## src/rtl/trumpet_oscillator.sv

```systemverilog
// Trumpet phase generator: plays the FRONT (attack) table once, then loops BACK until released.
// Optional build macro TRUMPET_LEGATO_EN: note_on while in BACK keeps the loop running (legato).
package trumpet_oscillator_pkg;
    typedef enum logic {FRONT = 1'b0, BACK = 1'b1} oscillator_state_t;
endpackage

module trumpet_oscillator
    import trumpet_oscillator_pkg::*;
#(
    parameter int PHASE_WIDTH = 10,
    parameter int FRAC_WIDTH  = 22,
    parameter int INC_WIDTH   = PHASE_WIDTH + FRAC_WIDTH
) (
    input  logic                   clock,
    input  logic                   reset_n,
    input  logic                   sample_tick,
    input  logic                   note_on,
    input  logic                   note_off,
    input  logic [INC_WIDTH-1:0]   increment,
    output logic [PHASE_WIDTH-1:0] phase,
    output oscillator_state_t      state,
    output logic                   active,
    output logic                   front_done
);
    localparam int ACC  = PHASE_WIDTH + FRAC_WIDTH;
    localparam int ACC1 = ACC + 1;

    typedef enum logic [1:0] {S_IDLE, S_FRONT, S_BACK} fsm_t;

    fsm_t           fsm, fsm_next;
    logic [ACC-1:0] acc, acc_next;
    logic [ACC:0]   sum;
    logic           front_done_next;

    // Top bit of the widened sum is the wrap flag.
    assign sum   = {1'b0, acc} + ACC1'(increment);
    assign phase = acc[ACC-1:FRAC_WIDTH];

    always_comb begin
        fsm_next        = fsm;
        acc_next        = acc;
        front_done_next = 1'b0;
        case (fsm)
            S_IDLE: begin
                acc_next = '0;
                if (note_on) fsm_next = S_FRONT;
            end
            S_FRONT: begin
                if (note_on) begin
                    acc_next = '0;
                end else if (note_off) begin
                    fsm_next = S_IDLE;
                    acc_next = '0;
                end else if (sample_tick) begin
                    acc_next = sum[ACC-1:0];
                    if (sum[ACC]) begin
                        fsm_next        = S_BACK;
                        front_done_next = 1'b1;
                    end
                end
            end
            S_BACK: begin
                if (note_on) begin
`ifdef TRUMPET_LEGATO_EN
                    // Legato: hold the loop position; the tick in this cycle is dropped.
                    fsm_next = S_BACK;
`else
                    fsm_next = S_FRONT;
                    acc_next = '0;
`endif
                end else if (note_off) begin
                    fsm_next = S_IDLE;
                    acc_next = '0;
                end else if (sample_tick) begin
                    acc_next = sum[ACC-1:0];
                end
            end
            default: begin
                fsm_next = S_IDLE;
                acc_next = '0;
            end
        endcase
    end

    // state/active lag the FSM by one clock to line up with the downstream LUT register.
    always_ff @(posedge clock or negedge reset_n) begin
        if (!reset_n) begin
            fsm        <= S_IDLE;
            acc        <= '0;
            front_done <= 1'b0;
            state      <= FRONT;
            active     <= 1'b0;
        end else begin
            fsm        <= fsm_next;
            acc        <= acc_next;
            front_done <= front_done_next;
            state      <= (fsm == S_BACK) ? BACK : FRONT;
            active     <= (fsm != S_IDLE);
        end
    end
endmodule

```

## config.mk

```make
export PLATFORM = sky130hd
export DESIGN_NAME = trumpet_oscillator
export DESIGN_NICKNAME = d
export VERILOG_FILES = /design/src/rtl/trumpet_oscillator.sv
export SDC_FILE = /design/constraint.sdc
export NUM_CORES = 1
export LEC_CHECK = 0
export ABC_AREA = 1
export ABC_CLOCK_PERIOD_IN_PS = 6200
export CORE_ASPECT_RATIO = 0.5
export CORE_UTILIZATION = 40
export CTS_BUF_LIST = sky130_fd_sc_hd__clkbuf_4 sky130_fd_sc_hd__clkbuf_8
export CTS_CLUSTER_DIAMETER = 40
export DETAILED_ROUTE_END_ITERATION = 16
export MAX_ROUTING_LAYER = met4
export PLACE_DENSITY = 0.63
export SLEW_MARGIN = 20
export SYNTH_ARGS = -nofsm -noshare
export SYNTH_HDL_FRONTEND = slang
export SYNTH_SLANG_ARGS = --single-unit
```

## constraint.sdc

```tcl
create_clock -name clock -period 6.2 [get_ports clock]
set_clock_uncertainty 0.2 [all_clocks]
set_input_delay 1.24 -clock clock [delete_from_list [all_inputs] [get_ports clock]]
set_output_delay 1.24 -clock clock [all_outputs]
set_load 0.005 [all_outputs]
```

* After elaboration in Yosys (flattened, before gate mapping) *
Index checks and enable logic that the tools add are counted.

operators by class
  reductions and logical operators = 4
  $add $sub $neg = 1
  mux-type cells = 18
  equality and inequality tests = 8

operators by type and width
  kind                count
  $mux 32             4
  $add 32x32->33      1
  $mux 2              7
  $ne 3x3->1 const B  3
  $mux 1              6
  $pmux 2 s3          1
  $reduce_and 5->1    1
  $ne 2x2->1 const B  2
  $ne 4x1->1 const B  1
  $eq 2x1->1 const B  1
  $eq 2x2->1 const B  1
  $logic_not 2->1     1
  $reduce_bool 2->1   1
  $reduce_or 2->1     1

storage, ports and cells
  word-level logic and storage cells = 36
  input port bits = 37
  flip-flop bits (word level) = 37
  output and inout port bits = 13

* Logic depth before layout (Yosys ltp) *
Gate-level depths: netlist of the first run.

  depth after elaboration = 6
  depth in mapped cells = 14
  depth with buffers taken out = 14

* Worst setup path before layout of the first run *
Ideal clock, no wire load.

  path type = input port to flip-flop
  start point = input increment[0]
  end point = register fsm[1]
  cell stages on the path = 12
  library setup time = 118 ps
  path buffers = 0
  data required time = 5882 ps
  slack = 3296 ps
  arrival time = 2587 ps
  cells stage by stage = ha_1 > fa_1 > nand2_1 > nand2_1 > nand3_1 > nand2_1 > nand2_1 > nand2_2 > nand2_2 > nand3_1 > nand3_1 > nand2_1

between the ends
  word-level cells in the longest chain between the ends = 3

RTL lines
  element                            RTL line  RTL
  start, declared                    19        input logic [INC_WIDTH-1:0] increment,
  $add 32x32->33                     36        assign sum = {1'b0, acc} + ACC1'(increment);
  $ne 3x3->1 (no source line)        --
  $reduce_and 5->1 (no source line)  --
  end signal, assigned               94        fsm <= fsm_next;
  end, declared                      30        fsm_t fsm, fsm_next;

Every way passes these cells.
A chain may end at the register's enable or synchronous reset.

* Worst setup path in the final report of the first run *
  start point = input increment[0]
  end point = register acc[30]

between the ends
  word-level cells in the longest chain between the ends = 5

RTL lines
  element               RTL line  RTL
  $add 32x32->33        36
  $mux 32               54, 74
  $mux 32               51        end else if (note_off) begin
  $mux 32               63        if (note_on) begin
  $mux 32               --
  end signal, assigned  95        acc <= acc_next;
  end, declared         31        logic [ACC-1:0] acc, acc_next;

Every way passes these cells. The select of a mux whose other input is x is not followed.

==> results of run 1 <==
cell families after synthesis:
group	after synthesis
AND/OR/NAND/NOR	429
buffers and inverters	158
flip-flops	37
adder cells (fa/ha/maj)	37
AO/OA/AOI/OAI	54
routing by layer:
layer  track usage (%)  wire length [µm]  up-vias  share of wire (%)
met2              33.2              4330      105                 39
li1                  -                 -     2234                  -
met3              3.13               651        9                5.9
met4              3.86                99        0               0.89
met5                 -                 0        -                  0
met1              34.1              6000     1866                 54
worst paths after layout:
kind                         startpoint      end  slack [ns]  cells after the start
setup / recovery           increment[0]  acc[30]        2.88                     13
hold / removal                  acc[10]  acc[10]        0.29                      2
setup reg to reg                 fsm[1]   acc[5]        3.76                      6
hold reg to reg                 acc[10]  acc[10]        0.29                      2
max in group asynchronous       reset_n  acc[29]        4.37                      1
min in group asynchronous       reset_n  acc[19]        0.85                      1
per-stage QoR:
stage	worst slack, ns	cells	power [W]
global route	2.72	892	0.000949
floorplan	3.30	715	0.000535
finish	2.88	892	0.000881
detailed placement	2.56	884	0.000653
CTS	2.89	892	0.000887
global placement	2.60	884	0.000652
cells in the mapped netlist (all sizes together):
cell	number	share of area, %
nand4	2	0.31
a32o	1	0.25
or2	1	0.15
a31oi	1	0.15
buf	15	2.5
nand3b	3	0.55
and2	3	0.46
a21boi	1	0.18
a22o	2	0.43
o21bai	1	0.18
inv	143	13
ha	36	11
nand2	321	30
nor3	6	0.86
o21ai	20	2.5
fa	1	0.49
a21oi	28	3.5
dfrtp	37	23
nand3	42	5.3
nor2	51	5.0
sequential cells by signal, summed over array words and instances (netlist names):
name	count
state	1
acc	32
front_done	1
active	1
fsm	2
worst min-delay path: stages, from the launching register on:
cell,delay (ns)
dfrtp_1,0.35
nand2_1,0.05
nand2_1,0.06
cell type report:
type / instances / area [µm²]
Multi-Input combinational cell: 520 / 2500
Sequential cell: 37 / 926
Fill cell: 1060 / 4930
Clock inverter: 3 / 46.3
Clock buffer: 5 / 68.8
Timing Repair Buffer: 49 / 485
Inverter: 143 / 537
Tap cell: 135 / 169
power breakdown:
group / internal, W / leakage (nW) / switching, W
Clock: 0.000121 / 0.0543 / 0.000110
Sequential: 0.000269 / 0.509 / 0.0000201
Combinational: 0.000137 / 2.28 / 0.000225
Total: 0.000526 / 2.85 / 0.000355
==> impl_metrics.env, run 1 <==
export IMPL_synthCells=715
export IMPL_synthMuxAreaShare_pct=0
export IMPL_syn_avg_cell_area_um2=5.68
export IMPL_worst_slew_pin_slew_ns=0.917
export IMPL_setup_tns_ns=0
export IMPL_track_usage_pct=23.0
export IMPL_cp_top_family="simple AND/OR/NAND/NOR gates"
export IMPL_rsz0062_at_grt="no"
export IMPL_crit_fanout=4
export IMPL_area_growth_pct=16.6
export IMPL_crit_path_start_kind="input port"
export IMPL_slowest_stage="clkdlybuf4s50_1"
export IMPL_chipHeight_um=73.3
export IMPL_clockBufferDepth=2
export IMPL_ir_drop_v=0.0000779
export IMPL_clk_pin_slew_ns=0.09
export IMPL_cp_common_cell="nand2_1"
export IMPL_drive_above_1_share_pct=3.30
export IMPL_final_common_cell="nand2_1"
export IMPL_grt_pass1_vias=3786
export IMPL_post_route_cell_area_mm2=0.00474
export IMPL_max_freq_mhz=302
export IMPL_syn_num_nets=789
export IMPL_insertion_delay_ns=0.32
export IMPL_place_congestion=0.919
export IMPL_antenna_left=0
export IMPL_ys_ff_latch=37
export IMPL_postCtsSetupBuffers=0
export IMPL_mostFrequentLayoutCells="nand2_1 (315), inv_1 (143), clkdlybuf4s50_1 (48)"
export IMPL_dieArea_mm2=0.0106
export IMPL_hold_viol_final=0
export IMPL_outcome="finished, final reports clean"
export IMPL_cp_data_arrival_time_ns=3.32
export IMPL_hp_class="reg -> reg"
export IMPL_drt_total_wl_um=11100
export IMPL_fin_nets=830
export IMPL_antenna_cells=0
export IMPL_placed_area_mm2=0.00462
export IMPL_period_share_pct=53.5
export IMPL_yosysSeqAreaShare_pct=22.8
export IMPL_final_util_pct=49.0
export IMPL_synth_xor_area_share_pct=0
export IMPL_cts_resized_gates=0
export IMPL_holdBufCountCts=0
export IMPL_finalMaxSlewViolations=0
export IMPL_crit_required_ns=6.20
export IMPL_yosysUniqueCellTypes=27
export IMPL_synth_compound_area_share_pct=7.21
export IMPL_start_util_pct=42.0
export IMPL_synth_top_family_by_area="simple AND/OR/NAND/NOR gates"
export IMPL_clock_sinks=37
export IMPL_cts_root_buf="clkbuf_8"
export IMPL_port_buffers=49
export IMPL_drtIter0Drc=290
export IMPL_dp_hpwl_um=8840
export IMPL_critPathKind="in -> reg"
export IMPL_vias=4214
export IMPL_yosysWarnings=0
export IMPL_cp_end_kind="flop"
export IMPL_path_buf_inv=1
export IMPL_wl_per_cell_um=12.4
export IMPL_cpPeakStageDelay_ns=0.41
export IMPL_core_mm2=0.00967
export IMPL_max_cap_violations=0
export IMPL_grt_pass1_wl_um=18100
export IMPL_cts_tree="yes"
export IMPL_overflow=0
export IMPL_cts_made_buffers=5
export IMPL_path_cells="clkdlybuf4s50_1 > ha_1 > fa_1 > nand2_1 > nand2_1 > nand3_1 > nand2_1 > nand2_1 > nand2_2 > nand2_1 > nand3_1 > nand3_1 > nand2_1"
export IMPL_drt_pass1_iterations=5
export IMPL_vias_per_cell=4.72
export IMPL_setup_viol=0
export IMPL_slew_headroom_pct=38.9
export IMPL_layout_min_cycle_time_ns=3.32
export IMPL_synthAdderAreaFrac_pct=11.6
export IMPL_drc=0
export IMPL_syn_area_mm2=0.00406
export IMPL_antenna_found_initial=0
export IMPL_yosys_area_share_simple_pct=42.7
export IMPL_rows=25
export IMPL_die_width_um=145
export IMPL_grt_max_degree=38
export IMPL_cts_htree_levels=2
export IMPL_pin_count=50
export IMPL_whs_ns=0.291
export IMPL_p_per_area_mw_per_mm2=186
export IMPL_p_leak_nw=2.85
Note: power is estimated with default switching activity, not from simulation.
==> run 2: changes to the inputs <==
--- a/config.mk
+++ b/config.mk
@@ -6,14 +6,14 @@
 export NUM_CORES = 1
 export LEC_CHECK = 0
 export ABC_AREA = 1
-export ABC_CLOCK_PERIOD_IN_PS = 6200
+export ABC_CLOCK_PERIOD_IN_PS = 2800
 export CORE_ASPECT_RATIO = 0.5
 export CORE_UTILIZATION = 40
 export CTS_BUF_LIST = sky130_fd_sc_hd__clkbuf_4 sky130_fd_sc_hd__clkbuf_8
 export CTS_CLUSTER_DIAMETER = 40
 export DETAILED_ROUTE_END_ITERATION = 16
 export MAX_ROUTING_LAYER = met4
-export PLACE_DENSITY = 0.63
+export PLACE_DENSITY = 0.65
 export SLEW_MARGIN = 20
 export SYNTH_ARGS = -nofsm -noshare
 export SYNTH_HDL_FRONTEND = slang
==> constraint.sdc (replaced) <==
create_clock -name clock -period 2.8 [get_ports clock]
set_clock_uncertainty 0.2 [all_clocks]
set_input_delay 0.56 -clock clock [delete_from_list [all_inputs] [get_ports clock]]
set_output_delay 0.56 -clock clock [all_outputs]
set_load 0.005 [all_outputs]
==> impl_metrics.env, run 2 (synthesis results as in run 1) <==
export IMPL_cts_tree="yes"
export IMPL_p_leak_nw=2.98
export IMPL_setup_viol=0
export IMPL_insertion_delay_ns=0.31
export IMPL_cp_common_cell="nand2_1"
export IMPL_drt_pass1_iterations=5
export IMPL_drive_above_1_share_pct=6.27
export IMPL_antenna_left=0
export IMPL_cts_resized_gates=0
export IMPL_critical_path_startpoint="increment[0]"
export IMPL_rr_endpoint="fsm[0]"
export IMPL_dieArea_mm2=0.0106
export IMPL_hold_path_startpoint="acc[13]"
export IMPL_wl_met2_um=4500
export IMPL_power_frac_seq_pct=31.6
export IMPL_internal_power_w=0.00124
export IMPL_r2r_start="acc[0]"
export IMPL_vias_per_cell=4.73
export IMPL_endpoint="fsm[0]"
export IMPL_die_width_um=145
export IMPL_grt_pass1_vias=3869
export IMPL_overflow=0
export IMPL_finalMaxSlewViolations=0
export IMPL_regMostFlops="acc"
export IMPL_worst_slew_pin_slew_ns=0.409
export IMPL_path_buf_inv=1
export IMPL_swShare_pct=39.0
export IMPL_crit_path_start_kind="input port"
export IMPL_cp_top_family="simple AND/OR/NAND/NOR gates"
export IMPL_final_util_pct=51.2
export IMPL_start_util_pct=42.0
export IMPL_cpPeakStageDelay_ns=0.41
export IMPL_critPathKind="in -> reg"
export IMPL_pwr_share_comb_pct=42.8
export IMPL_pin_count=50
export IMPL_drc=0
export IMPL_outcome="finished, final reports clean"
export IMPL_hold_viol_final=0
export IMPL_mostFrequentLayoutCells="nand2_1 (315), inv_1 (143), clkdlybuf4s50_1 (48)"
export IMPL_slew_headroom_pct=72.7
export IMPL_slowest_stage="clkdlybuf4s50_1"
export IMPL_antenna_found_initial=0
export IMPL_cp_data_arrival_time_ns=2.49
export IMPL_max_freq_mhz=400
export IMPL_crit_required_ns=2.79
export IMPL_path_cells="clkdlybuf4s50_1 > ha_1 > fa_1 > nand2_1 > nand2_1 > nand3_1 > nand2_1 > nand2_1 > nand2_2 > nand2_2 > nand3_1 > nand3_1 > nand2_1"
export IMPL_dr_max_layer_used="met4"
export IMPL_ir_drop_v=0.000160
export IMPL_antenna_cells=0
export IMPL_dp_hpwl_um=9300
export IMPL_wl_per_cell_um=12.6
export IMPL_drt_total_wl_um=11600
export IMPL_period_share_pct=89.3
export IMPL_crit_fanout=4
export IMPL_grt_max_degree=33
export IMPL_top_regs="acc (32), fsm (2)"
export IMPL_fin_nets=855
export IMPL_grt_pass1_wl_um=18700
export IMPL_cts_root_buf="clkbuf_8"
export IMPL_drtIter0Drc=313
export IMPL_cp_end_kind="flop"
export IMPL_clockPowerShare_pct=25.6
export IMPL_clockBufferDepth=2
export IMPL_cts_htree_levels=2
export IMPL_p_switching_w=0.000792
export IMPL_port_buffers=49
export IMPL_core_mm2=0.00967
export IMPL_postCtsSetupBuffers=0
export IMPL_hp_class="reg -> reg"
export IMPL_p_per_area_mw_per_mm2=410
export IMPL_rows=25
export IMPL_cts_made_buffers=5
export IMPL_vias=4335
export IMPL_cp_depth=13
export IMPL_area_growth_pct=21.9
export IMPL_wl_met1_um=6250
export IMPL_max_cap_violations=0
export IMPL_clock_sinks=37
export IMPL_place_congestion=0.919
export IMPL_wl_met3_um=718
export IMPL_final_common_cell="nand2_1"
export IMPL_fillers=1013
export IMPL_r2r_cells=12
export IMPL_setup_tns_ns=0
export IMPL_layout_min_cycle_time_ns=2.50
export IMPL_largest_register_ffs=32
export IMPL_chipHeight_um=73.3
export IMPL_r2r_slack_ns=0.59
export IMPL_track_usage_pct=24.1
export IMPL_clk_pin_slew_ns=0.08
export IMPL_rsz0062_at_grt="no"
[run 2: layer usage]
layer	GRT usage [%]	up-vias
met5	-	-
met4	4.56	0
met3	4.56	13
met2	34.0	125
met1	35.4	1908
li1	-	2289
[run 2: power groups by stage]
stage	clock network, W	logic (W)	registers, W
after floorplan	0	0.000545	0.000640
after global placement	0	0.000858	0.000650
after detailed placement	0	0.000858	0.000653
after CTS	0.000530	0.000866	0.000643
after global routing	0.000553	0.000982	0.000650
final	0.000519	0.000869	0.000641
[run 2: how the worst min path moves through the flow]
stage | end | slack [ns] | cells past startpoint
CTS | acc[11] | 0.30 | 2
detailed placement | acc[21] | 0.27 | 2
global route | acc[11] | 0.31 | 2
global placement | acc[8] | 0.27 | 2
finish | acc[13] | 0.29 | 2
floorplan | acc[0] | 0.06 | 0
[run 2: through the flow]
stage	instances	hold WS (ns)	instance area, µm²	setup slack, ns	power [W]
after global routing	917	0.305	4950	0.143	0.00219
after detailed placement	908	0.274	4820	0.00134	0.00151
after global placement	908	0.266	4820	0.00945	0.00151
final	917	0.289	4950	0.301	0.00203
after floorplan	715	0.0644	4060	0.576	0.00118
after CTS	917	0.295	4950	0.314	0.00204
[run 2: area by class of cell]
| cell class | count | area, µm² | area share [%] |
|---|---|---|---|
| timing repair buffer | 74 | 701 | 14.1 |
| multi-input combinational | 520 | 2500 | 50.5 |
| clock inverter | 2 | 37.5 | 0.758 |
| tap | 135 | 169 | 3.41 |
| clock buffer | 6 | 82.6 | 1.67 |
| sequential | 37 | 926 | 18.7 |
| inverter | 143 | 537 | 10.8 |
[run 2: worst min-delay path, cell delays in order (launching register included)]
cell	delay, ns
dfrtp_1	0.35
nand2_1	0.05
nand2_1	0.05
[run 2: what timing repair did]
action                     in CTS  in global routing
setup endpoints to repair       0                  0
hold endpoints to repair       14                  0
hold buffers                    1                  0
